--- config.mk ---
export PLATFORM = sky130hd
export DESIGN_NAME = node_link_queue
export DESIGN_NICKNAME = d
export VERILOG_FILES = /design/src/rtl/node_link_queue.sv
export SDC_FILE = /design/constraint.sdc
export NUM_CORES = 1
export LEC_CHECK = 0
export BUFFER_PORTS_ARGS = -buffer_cell sky130_fd_sc_hd__buf_2
export CORE_ASPECT_RATIO = 0.7
export CORE_MARGIN = 2
export CORE_UTILIZATION = 45
export CTS_CLUSTER_SIZE = 20
export DETAILED_ROUTE_END_ITERATION = 16
export SLEW_MARGIN = 20
export SYNTH_ARGS = -nofsm -noshare
export SYNTH_HDL_FRONTEND = slang
export SYNTH_SLANG_ARGS = --single-unit
--- constraint.sdc ---
create_clock -name Clk_R -period 3 [get_ports Clk_R]
set_input_delay 0.6 -clock Clk_R [delete_from_list [all_inputs] [get_ports Clk_R]]
set_output_delay 0.6 -clock Clk_R [all_outputs]
set_load 0.01 [all_outputs]
--- src/rtl/node_link_queue.sv ---
// node_link_queue: node-side TX/RX buffering in front of the router core.
// TX: circular queue feeding a registered offer/ack handshake (IDLE/OFFER/RELEASE).
// RX: circular queue with first-word-fall-through read and sticky overflow.
// Optional: define NODE_LINK_QUEUE_STATS_EN to add tx_sent_cnt / rx_drop_cnt.
module node_link_queue #(
  parameter int unsigned TX_DEPTH = 4,
  parameter int unsigned RX_DEPTH = 4
) (
  input  logic                      Clk_R,
  input  logic                      Rst,
  input  logic                      node_wr_en,
  input  logic [28:0]               node_wr_data,
  output logic                      node_tx_full,
  output logic [$clog2(TX_DEPTH):0] node_tx_count,
  output logic [28:0]               Packet_From_Node,
  output logic                      Packet_From_Node_Valid,
  input  logic                      Core_Load_Ack,
  input  logic [23:0]               Packet_To_Node,
  input  logic                      Packet_To_Node_Valid,
  input  logic                      node_rd_en,
  output logic [23:0]               node_rd_data,
  output logic                      node_rx_empty,
  output logic                      rx_overflow
`ifdef NODE_LINK_QUEUE_STATS_EN
  ,
  output logic [15:0]               tx_sent_cnt,
  output logic [15:0]               rx_drop_cnt
`endif
);

  localparam int unsigned TX_AW = $clog2(TX_DEPTH);
  localparam int unsigned TX_CW = TX_AW + 1;
  localparam int unsigned RX_AW = $clog2(RX_DEPTH);
  localparam int unsigned RX_CW = RX_AW + 1;
  localparam logic [TX_CW-1:0] TX_FULL_CNT = TX_CW'(TX_DEPTH);
  localparam logic [RX_CW-1:0] RX_FULL_CNT = RX_CW'(RX_DEPTH);

  typedef enum logic [1:0] {TX_IDLE, TX_OFFER, TX_RELEASE} tx_state_e;

  tx_state_e        tx_state_q;
  logic [28:0]      tx_mem_q [TX_DEPTH];
  logic [TX_AW-1:0] tx_wr_ptr_q, tx_rd_ptr_q;
  logic [TX_CW-1:0] tx_count_q, tx_count_d;
  logic             tx_full_q;
  logic [28:0]      tx_pkt_q;
  logic             tx_valid_q;
  logic             tx_push, tx_pop;

  logic [23:0]      rx_mem_q [RX_DEPTH];
  logic [RX_AW-1:0] rx_wr_ptr_q, rx_rd_ptr_q;
  logic [RX_CW-1:0] rx_count_q, rx_count_d;
  logic             rx_empty_q;
  logic             rx_overflow_q;
  logic             rx_full, rx_push, rx_pop, rx_drop;

  // Queue handshakes and exact next occupancy for both paths
  always_comb begin
    tx_push    = node_wr_en && !tx_full_q;
    tx_pop     = (tx_state_q == TX_OFFER) && Core_Load_Ack;
    tx_count_d = tx_count_q + TX_CW'(tx_push) - TX_CW'(tx_pop);
    rx_full    = (rx_count_q == RX_FULL_CNT);
    rx_pop     = node_rd_en && !rx_empty_q;
    rx_push    = Packet_To_Node_Valid && (!rx_full || rx_pop);
    rx_drop    = Packet_To_Node_Valid && rx_full && !rx_pop;
    rx_count_d = rx_count_q + RX_CW'(rx_push) - RX_CW'(rx_pop);
  end

  // TX storage write (contents are don't-care until counted)
  always_ff @(posedge Clk_R) begin
    if (tx_push) tx_mem_q[tx_wr_ptr_q] <= node_wr_data;
  end

  // TX pointers, occupancy and offer FSM; the offered packet is frozen while in OFFER
  always_ff @(posedge Clk_R) begin
    if (Rst) begin
      tx_state_q  <= TX_IDLE;
      tx_wr_ptr_q <= '0;
      tx_rd_ptr_q <= '0;
      tx_count_q  <= '0;
      tx_full_q   <= 1'b0;
      tx_pkt_q    <= '0;
      tx_valid_q  <= 1'b0;
    end else begin
      if (tx_push) tx_wr_ptr_q <= tx_wr_ptr_q + TX_AW'(1);
      if (tx_pop)  tx_rd_ptr_q <= tx_rd_ptr_q + TX_AW'(1);
      tx_count_q <= tx_count_d;
      tx_full_q  <= (tx_count_d == TX_FULL_CNT);
      case (tx_state_q)
        TX_IDLE: begin
          // A push into an empty queue is offered straight from the write port
          if (tx_count_q != '0) begin
            tx_pkt_q   <= tx_mem_q[tx_rd_ptr_q];
            tx_valid_q <= 1'b1;
            tx_state_q <= TX_OFFER;
          end else if (tx_push) begin
            tx_pkt_q   <= node_wr_data;
            tx_valid_q <= 1'b1;
            tx_state_q <= TX_OFFER;
          end
        end
        TX_OFFER: begin
          if (Core_Load_Ack) begin
            tx_valid_q <= 1'b0;
            tx_state_q <= TX_RELEASE;
          end
        end
        TX_RELEASE: begin
          // Count already reflects the pop, so the read pointer names the new head
          if (tx_count_q != '0) begin
            tx_pkt_q   <= tx_mem_q[tx_rd_ptr_q];
            tx_valid_q <= 1'b1;
            tx_state_q <= TX_OFFER;
          end else begin
            tx_state_q <= TX_IDLE;
          end
        end
        default: begin
          tx_valid_q <= 1'b0;
          tx_state_q <= TX_IDLE;
        end
      endcase
    end
  end

  // RX storage write
  always_ff @(posedge Clk_R) begin
    if (rx_push) rx_mem_q[rx_wr_ptr_q] <= Packet_To_Node;
  end

  // RX pointers, occupancy, empty flag and sticky overflow
  always_ff @(posedge Clk_R) begin
    if (Rst) begin
      rx_wr_ptr_q   <= '0;
      rx_rd_ptr_q   <= '0;
      rx_count_q    <= '0;
      rx_empty_q    <= 1'b1;
      rx_overflow_q <= 1'b0;
    end else begin
      if (rx_push) rx_wr_ptr_q <= rx_wr_ptr_q + RX_AW'(1);
      if (rx_pop)  rx_rd_ptr_q <= rx_rd_ptr_q + RX_AW'(1);
      rx_count_q <= rx_count_d;
      rx_empty_q <= (rx_count_d == '0);
      if (rx_drop) rx_overflow_q <= 1'b1;
    end
  end

  assign node_tx_full           = tx_full_q;
  assign node_tx_count          = tx_count_q;
  assign Packet_From_Node       = tx_pkt_q;
  assign Packet_From_Node_Valid = tx_valid_q;
  assign node_rx_empty          = rx_empty_q;
  assign rx_overflow            = rx_overflow_q;
  // Head falls through from storage; forced to zero while empty so reset reads 0
  assign node_rd_data           = rx_empty_q ? 24'h0 : rx_mem_q[rx_rd_ptr_q];

`ifdef NODE_LINK_QUEUE_STATS_EN
  logic [15:0] tx_sent_q, rx_drop_q;

  // Saturating delivery and drop counters
  always_ff @(posedge Clk_R) begin
    if (Rst) begin
      tx_sent_q <= '0;
      rx_drop_q <= '0;
    end else begin
      if (tx_pop && (tx_sent_q != 16'hFFFF))  tx_sent_q <= tx_sent_q + 16'd1;
      if (rx_drop && (rx_drop_q != 16'hFFFF)) rx_drop_q <= rx_drop_q + 16'd1;
    end
  end

  assign tx_sent_cnt = tx_sent_q;
  assign rx_drop_cnt = rx_drop_q;
`endif

endmodule
==> impl_metrics.csv, run 1 <==
group,metric,value,unit
timing,rsz0062_at_grt,"no",
timing,period_share,84.3,%
logic_synthesis,yosys.area.top_type_share,62.7,%
route,totalWireLength,19800,µm
power,power.switching,3.30,mW
timing,hold_ws,0.300,ns
die,start_util,46.3,%
timing,relSlewSlack,66.4,%
power,switching_share,29.7,%
global_routing,antenna_found_initial,1,
setup_path,critical_path_class,"flop to output port",
cts,cts_setup_buffers,0,
setup_path,crit_path_start_kind,"flop",
cells_and_area,n_antenna_cell,0,
logic_synthesis,yosys_warnings,0,
setup_path,cp.required,2.40,ns
cts,clock_latency,0.51,ns
route,vias,5227,
route,drtIter0Drc,339,
setup_path,cp-end-kind,"output port",
die,core_area,21900,µm²
route,routed-wl-met2,9330,µm
route,drtAntennaViolNets,0,
power,p_int,7.82,mW
timing,setup_viol,0,
logic_synthesis,synth_seq_cells,265,
timing,fin_setup_tns,0,ns
logic_synthesis,synth.avg_cell_area,18.5,µm²
setup_path,crit_path_top_delay_cell,"mux4_2",
route,wl_met3,689,µm
logic_synthesis,syn_area,10100,µm²
die,die_x,183,µm
job,maxCapViolCount,0,
global_routing,grt_usage,16.9,%
die,die_h,130,µm
setup_path,slowest_delay,0.52,ns
power,combPwrFrac,28.1,%
power,power.share.clock,27.4,%
power,p_leak,4.32,nW
route,post_drt_wl_per_cell,20.0,µm
placed_design,dp_hpwl,11800,µm
logic_synthesis,syn_nets,620,
status,status,"finished, final reports clean",
logic_synthesis,synth_seq_area_share,73.2,%
cells_and_area,final_common_cell,"edfxtp_1",
power,totalPowerFinal,11.1,mW
cts,cts.clk_slew.worst_paths,0.07,ns
timing,hold_viol,0,
cts,cts_hold_buf,0,
route,m1WireLength,9330,µm
worst_hold_path,hp-class,"input pin to flop",
power,p_seq_share,44.5,%
cts,htreeDepth,1,
cells_and_area,utilization,54.6,%
placed_design,post-place-ws,0.150,ns
route,viasPerCell,5.30,
die,die_area,23800,µm²
power,cellPowerDensity,930,nW/µm²
timing,tightest_slew,0.504,ns
cells_and_area,drive_above_1_share,33.5,%
logic_synthesis,synth_cells,547,
logic_synthesis,synth_cell_types,32,
cells_and_area,syn_to_final_growth,17.9,%
timing,drv_slew,0,
cts,cts_num_sinks,265,
logic_synthesis,synth_area_leader_cell,"edfxtp_1",
logic_synthesis,synth_area_leaders,"edfxtp_1 63%, mux4_2 12%, dfxtp_1 10%",
placed_design,io_buffers,118,
power,ir_drop,531,µV
global_routing,grt_max_degree,47,
timing,fmax,0.395,GHz
cts,cts_tree,"done",
global_routing,grt_pass1_wl,30600,µm
setup_path,cp.arrival,1.93,ns
route,drc,0,
cts,cts_buffer_depth,3,
timing,worst_slack,0.470,ns
timing,clock_skew,0.0108,ns
route,highest_layer,"met5",
die,io_pins,119,
setup_path,critPathMaxFanout,24,
cts,cts_resized,0,
die,rows,45,
setup_path,crit_chain,"buf_12 > mux4_2 > nor2b_1 > buf_2",
global_routing,grt_pass1_vias,5414,
placed_design,place_congestion,0.729,
route,drt_first_pass_iters,6,
cts,cts_made_buffers,26,
global_routing,grt_overflow,0,
cells_and_area,nets,758,
cts,clk_root_buffer_cell,"clkbuf_16",
timing,fin_crit,2.53,ns
cells_and_area,layout_common_cells,"212 x edfxtp_1, 118 x buf_2, 53 x mux4_2, 51 x dfxtp_1, 48 x nor2_1",
-- power by group through the flow --
stage	sequential [mW]	combinational (mW)	clock, mW
finish	4.95	3.12	3.05
global route	5.02	3.44	3.30
CTS	4.96	3.20	3.14
detailed placement	5.03	3.18	0
global placement	4.99	3.12	0
floorplan	5.07	2.03	0
-- kinds of logic after synthesis --
logic type | after synthesis | synth area share, %
xor+xnor | 10 | 0.863
flops | 265 | 73.2
simple gates | 93 | 4.56
fa+ha+maj | 14 | 1.87
compound gates | 37 | 2.71
buf+inv | 45 | 2.06
mux | 83 | 14.7
-- worst max-delay path, delay by kind of cell, from the launching register on --
family / cells / cell delay (ns)
buffers and inverters: 2 / 0.37
flip-flops: 1 / 0.34
multiplexers: 1 / 0.52
AND/OR/NAND/NOR: 1 / 0.15
-- layer usage --
layer	vias to the layer above	global-route usage (%)
li1	2398	-
met1	2695	24.6
met2	99	27.0
met3	33	2.84
met4	2	4.24
met5	-	0
-- cells in the mapped netlist --
cell type and instances:
ha_1 12, buf_1 1, or3b_1 1, a21oi_1 2, nor2b_1 29, mux2i_1 30
fa_1 2, buf_4 2, nor3_2 1, mux4_2 53, nor2_1 48, a211oi_1 29
a21boi_2 1, nand2_1 2, o21ai_0 1, buf_6 1, dfxtp_1 53, edfxtp_1 212
and3b_1 1, xor2_1 2, nor3_1 2, a21oi_2 1, buf_2 11, xnor2_1 8
buf_8 1, and2_1 8, inv_1 14, nor4_1 1, clkbuf_1 15, a21boi_1 1
a31o_2 1, a31oi_1 1
-- path summary, 6_finish.rpt --
path,startpoint,endpoint,slack [ns],cells past startpoint
min reg2reg,rx_overflow,rx_overflow,0.46,2
min,Packet_To_Node[15],rx_mem_q[3][15],0.30,1
max reg2reg,node_rx_empty,node_rx_empty,0.54,12
max,flop,node_rd_data[3],0.47,4
-- per-stage QoR --
stage	std cells	area (µm²)
floorplan	547	10100
global placement	939	11200
detailed placement	939	11200
CTS	987	12000
global route	987	12000
finish	987	12000
-- layout make-up --
cell class	instances	area, µm²
well taps	282	353
flip-flops and latches	265	7430
multi-input cells	237	2520
clock buffers	37	713
clock inverters	11	85.1
fillers	1768	9940
repair buffers	141	801
inverters	14	52.6
-- state kept, by name, indices dropped and copies added, names as in the netlist, 2 cells and up, named ones only --
register,cells
Packet_From_Node,29
node_tx_count,3
rx_count_q,3
rx_mem_q,96
rx_rd_ptr_q,2
rx_wr_ptr_q,2
tx_mem_q,116
tx_rd_ptr_q,2
tx_state_q,2
tx_wr_ptr_q,2
(Power assumes the default switching activity.)
==> run 2: changes to the inputs <==
clock period = 2.35 ns   (was 3 ns; I/O delays follow)
==> run 2 against run 1 <==
  * The run now ends with setup timing left
  * Combinational power grew 34%
  * Cell count is the same
  * Non-clock buffer count grew 2
  * Worst hold slack lost 0.13 ns
  * Sequential share of layout area shrank 0.67 points
  * First-iteration DRC count shrank 15%
  * Clock skew shrank 0.0036 ns
  * Global-route usage shrank 0.24 points
==> impl_metrics.csv, run 2 (synthesized netlist as in run 1, its figures left out) <==
group,metric,value,unit
setup_path,crit_chain,"buf_4 > mux4_2 > nor2b_1 > buf_2",
timing,relSlewSlack,58.2,%
timing,drv_slew,0,
setup_path,slowest_delay,0.50,ns
cells_and_area,final_common_cell,"edfxtp_1",
global_routing,grt_pass1_vias,5378,
die,start_util,46.3,%
timing,period_share,101,%
cts,clk_root_buffer_cell,"clkbuf_16",
die,die_h,130,µm
global_routing,antenna_found_initial,3,
cells_and_area,drive_above_1_share,34.4,%
placed_design,place_congestion,0.725,
global_routing,grt_overflow,0,
status,violations,"setup timing",
setup_path,crit_path_top_delay_cell,"mux4_2",
timing,hold_ws,0.170,ns
setup_path,cp.arrival,1.90,ns
cells_and_area,syn_to_final_growth,19.2,%
setup_path,cp-end-kind,"output port",
power,totalPowerFinal,14.2,mW
setup_path,critPathMaxFanout,5,
die,rows,45,
cells_and_area,nets,759,
cts,cts_buffer_depth,3,
worst_hold_path,hold-path-cell-count,1,
die,die_x,183,µm
cells_and_area,largest_register_ffs,116,
route,drt_first_pass_iters,4,
status,status,"finished, violations left",
cells_and_area,multi_input_area,2590,µm²
die,io_pins,119,
route,drtIter0Drc,287,
cts,cts_num_sinks,265,
setup_path,r2r_cells,11,
power,p_leak,4.33,nW
timing,worst_slack,-0.0175,ns
global_routing,grt_usage,16.7,%
route,totalWireLength,19500,µm
route,drtAntennaViolNets,0,
setup_path,r2r-end,"node_rx_empty",
cells_and_area,seq_area,7430,µm²
timing,tightest_slew,0.627,ns
cells_and_area,regMostFlops,"tx_mem_q",
setup_path,timing.rr.start,"rx_count_q[1]",
die,core_area,21900,µm²
cts,clock_latency,0.51,ns
timing,fmax,0.422,GHz
setup_path,ff2ff_setup_slack,0.11,ns
timing,setup_viol,9,
die,die_area,23800,µm²
cts,cts.clk_slew.worst_paths,0.06,ns
timing,hold_viol,0,
cts,cts_made_buffers,25,
cts,htreeDepth,1,
cells_and_area,layout_common_cells,"212 x edfxtp_1, 118 x buf_2, 53 x mux4_2, 51 x dfxtp_1, 48 x nor2_1",
route,viasPerCell,5.26,
timing,fin_crit,2.37,ns
timing,rsz0062_at_grt,"yes",
setup_path,cp.required,1.88,ns
route,post_drt_wl_per_cell,19.7,µm
placed_design,dp_hpwl,11700,µm
timing,clock_skew,0.00719,ns
global_routing,grt_max_degree,61,
worst_hold_path,min-delay-start,"Packet_To_Node[5]",
setup_path,crit_path_start_kind,"flop",
cells_and_area,nFillCells,1716,
placed_design,io_buffers,118,
route,vias,5192,
worst_hold_path,hold_path_end,"rx_mem_q[2][5]",
power,ir_drop,855,µV
power,cellPowerDensity,1170,nW/µm²
job,maxCapViolCount,0,
route,drc,0,
worst_hold_path,hp-class,"input pin to flop",
cts,cts_tree,"done",
setup_path,critical_path_class,"flop to output port",
global_routing,grt_pass1_wl,30200,µm
==> run 2: cell count changes in the layout (fill, tap and decap cells not counted), moves of 3 or more <==
cell and delta:
clkinv_2 -4, buf_12 +8, inv_1 -3, buf_4 -8
inv_2 +3, clkinv_1 +5
==> run 2: worst max-delay path by stage <==
stage,end,slack (ns),cells after the start
after CTS,node_rd_data[6],-0.06,4
after floorplan,node_rx_empty,0.008,12
after global routing,node_rd_data[1],-0.1,4
after global placement,node_rx_empty,-0.03,13
after detailed placement,node_rx_empty,-0.13,13
final,node_rd_data[15],-0.02,4
==> run 2: cell type report <==
type                            instances  share of cell area [%]
Tap cell                              282                    2.92
Antenna cell                            1                  0.0207
Clock inverter                          9                   0.300
Inverter                               14                   0.435
Multi-Input combinational cell        237                    21.4
Sequential cell                       265                    61.5
Clock buffer                           36                    5.68
Timing Repair Buffer                  143                    7.77
==> run 2: layer usage <==
metal	vias to the layer above	track usage, %	part of all wire, %
li1	2400	-	-
met1	2658	23.7	47
met2	94	26.5	46
met3	36	3.88	4.7
met4	4	3.76	1.9
met5	-	0	0.098
==> run 2: timing repair <==
item,4_1_cts,5_1_grt
cloned,1,0
buffers inserted,1,0
hold buffers,0,0
endpoints found under the setup margin,19,25
gates resized for setup,2,3
==> run 2: critical path: cells and delay by family (launching register included) <==
family	cells	cell delay (ns)
buf+inv	2	0.34
flops	1	0.41
simple gates	1	0.14
mux	1	0.50
==> run 2: per-stage QoR <==
step	worst slack [ns]	setup TNS (ns)	cell area, µm²	util (%)	instances
floorplan	0.00761	0	10200	-	547
global placement	-0.0317	-0.0317	11300	51.6	939
detailed placement	-0.128	-0.203	11300	51.6	939
CTS	-0.0577	-0.682	12100	55.1	986
global route	-0.0994	-1.78	12100	55.2	986
finish	-0.0175	-0.0623	12100	55.2	987
==> run 2: power by group <==
group / switching [mW] / leakage [nW] / internal, mW
Clock: 1.61 / 0.352 / 2.02
Sequential: 0.390 / 2.38 / 5.96
Combinational: 2.22 / 1.60 / 1.97
Total: 4.23 / 4.33 / 9.95
==> run 3: changes to the inputs <==
MAX_ROUTING_LAYER = met4   (was not set)
clock period = 2.4 ns   (was 2.35 ns; I/O delays follow)
==> run 3 against run 2 <==
  * Power grew 0.88%
  * The run still ends with setup timing left
  * Largest power group unchanged
  * First-iteration DRC count unchanged
  * Routed wire length rose by 2.7%
  * Critical endpoint is now node_rd_data[17]
  * Highest routed layer is now met4
  * Via count is 0.50% higher
  * Combinational power barely moved
  * Critical path type unchanged
==> impl_metrics.csv, run 3 (synthesized netlist as in run 1, its figures left out) <==
group,metric,value,unit
status,status,"finished, violations left",
status,violations,"setup timing",
cts,cts_hold_buf,0,
cts,cts.clk_slew.worst_paths,0.06,ns
die,die_x,183,µm
setup_path,critical_path_class,"flop to output port",
die,rows,45,
cts,clock_latency,0.52,ns
cts,clk_root_buffer_cell,"clkbuf_16",
cts,cts_made_buffers,26,
setup_path,crit_path_start_kind,"flop",
worst_hold_path,hp-class,"input pin to flop",
setup_path,cp.arrival,1.94,ns
setup_path,cp-end-kind,"output port",
route,drtAntennaViolNets,0,
die,core_area,21900,µm²
cts,cts_setup_buffers,0,
cells_and_area,drive_above_1_share,37.0,%
cells_and_area,utilization,56.2,%
cells_and_area,finalNonFillerCells,995,
placed_design,dp.cells,942,
cells_and_area,nets,764,
timing,hold_viol,0,
die,io_pins,119,
global_routing,grt_pass1_wl,30500,µm
global_routing,grt_usage,17.5,%
setup_path,slowest_delay,0.51,ns
global_routing,grt_pass1_vias,5486,
route,totalWireLength,20000,µm
placed_design,place_congestion,0.688,
cts,cts_num_sinks,265,
cells_and_area,nFillCells,1672,
power,p_leak,4.45,nW
global_routing,antenna_found_initial,3,
timing,period_share,101,%
die,die_h,130,µm
cts,cts_buffer_depth,3,
global_routing,grt_max_degree,53,
timing,fin_crit,2.42,ns
cells_and_area,largest_register_ffs,116,
cells_and_area,layout_common_cells,"212 x edfxtp_1, 110 x buf_2, 53 x mux4_2, 51 x dfxtp_1, 48 x nor2_1",
placed_design,io_buffers,118,
timing,worst_slack,-0.0200,ns
power,cellPowerDensity,1160,nW/µm²
cts,cts_tree,"done",
die,die_area,23800,µm²
setup_path,cp.required,1.92,ns
timing,rsz0062_at_grt,"yes",
timing,fmax,0.413,GHz
job,maxCapViolCount,0,
timing,drv_slew,0,
timing,hold_ws,0.174,ns
timing,setup_viol,14,
route,drt_first_pass_iters,4,
global_routing,grt_overflow,0,
timing,relSlewSlack,67.8,%
cells_and_area,regMostFlops,"tx_mem_q",
route,post_drt_wl_per_cell,20.1,µm
die,start_util,46.3,%
timing,clock_skew,0.0115,ns
cells_and_area,syn_to_final_growth,21.3,%
route,vias,5218,
timing,tightest_slew,0.483,ns
route,drtIter0Drc,287,
route,drc,0,
placed_design,dp_hpwl,12200,µm
cells_and_area,final_common_cell,"edfxtp_1",
power,ir_drop,613,µV
placed_design,post-place-ws,-0.0879,ns
setup_path,crit_chain,"clkbuf_16 > mux4_2 > nor2b_4 > buf_6",
setup_path,crit_path_top_delay_cell,"mux4_2",
setup_path,critPathMaxFanout,6,
cts,htreeDepth,1,
route,viasPerCell,5.24,
-- run 3: per-stage QoR --
| step | power (mW) | setup TNS, ns | area, µm² |
|---|---|---|---|
| 4_1_cts | 14.3 | -0.122 | 12100 |
| 3_5_place_dp | 10.3 | -0.125 | 11300 |
| 3_3_place_gp | 10.2 | -0.0431 | 11300 |
| 2_1_floorplan | 8.92 | 0 | 10200 |
| 6_report | 14.3 | -0.100 | 12300 |
| 5_1_grt | 15.1 | -1.49 | 12300 |
-- run 3: critical path: cells and delay by family, from the launching register on --
| family | cells | cell delay (ns) |
|---|---|---|
| DFF | 1 | 0.44 |
| and+or+nand+nor | 1 | 0.15 |
| buffers and inverters | 2 | 0.33 |
| muxes | 1 | 0.51 |
-- run 3: layer usage --
metal | track usage [%] | routed length [µm] | vias to the layer above | share of wire (%)
li1 | - | - | 2418 | -
met1 | 23.4 | 9170 | 2662 | 46
met2 | 28.0 | 9510 | 111 | 48
met3 | 3.54 | 948 | 27 | 4.7
met4 | 3.86 | 359 | 0 | 1.8
met5 | - | 0 | - | 0
-- run 3: worst paths after layout --
check / start / to / slack [ns] / cells past startpoint
worst max-delay path: flop / node_rd_data[17] / -0.02 / 4
worst min-delay path: Packet_To_Node[9] / rx_mem_q[3][9] / 0.17 / 1
worst max register to register: node_rx_empty / node_rx_empty / 0.18 / 12
worst min register to register: rx_overflow / rx_overflow / 0.50 / 2
-- run 3: power breakdown --
group          total (mW)  leakage (nW)  switching (mW)  internal [mW]
Sequential           6.21          2.38           0.374           5.84
Clock                3.86         0.409            1.66           2.20
Combinational        4.22          1.66            2.23           2.00
Total                14.3          4.45            4.27           10.0
-- run 3: repair_timing --
action / CTS / global route
resized for setup: 2 / 24
gates cloned: 1 / 2
endpoints found under the setup margin: 23 / 24
-- run 3: cell type report --
type	instances	area [µm²]	share of cell area, %
Multi-Input combinational cell	237	2630	21.3
Timing Repair Buffer	147	1010	8.24
Sequential cell	265	7430	60.4
Clock inverter	17	121	0.986
Antenna cell	3	7.51	0.0610
Inverter	14	52.6	0.427
Clock buffer	30	697	5.66
Tap cell	282	353	2.87
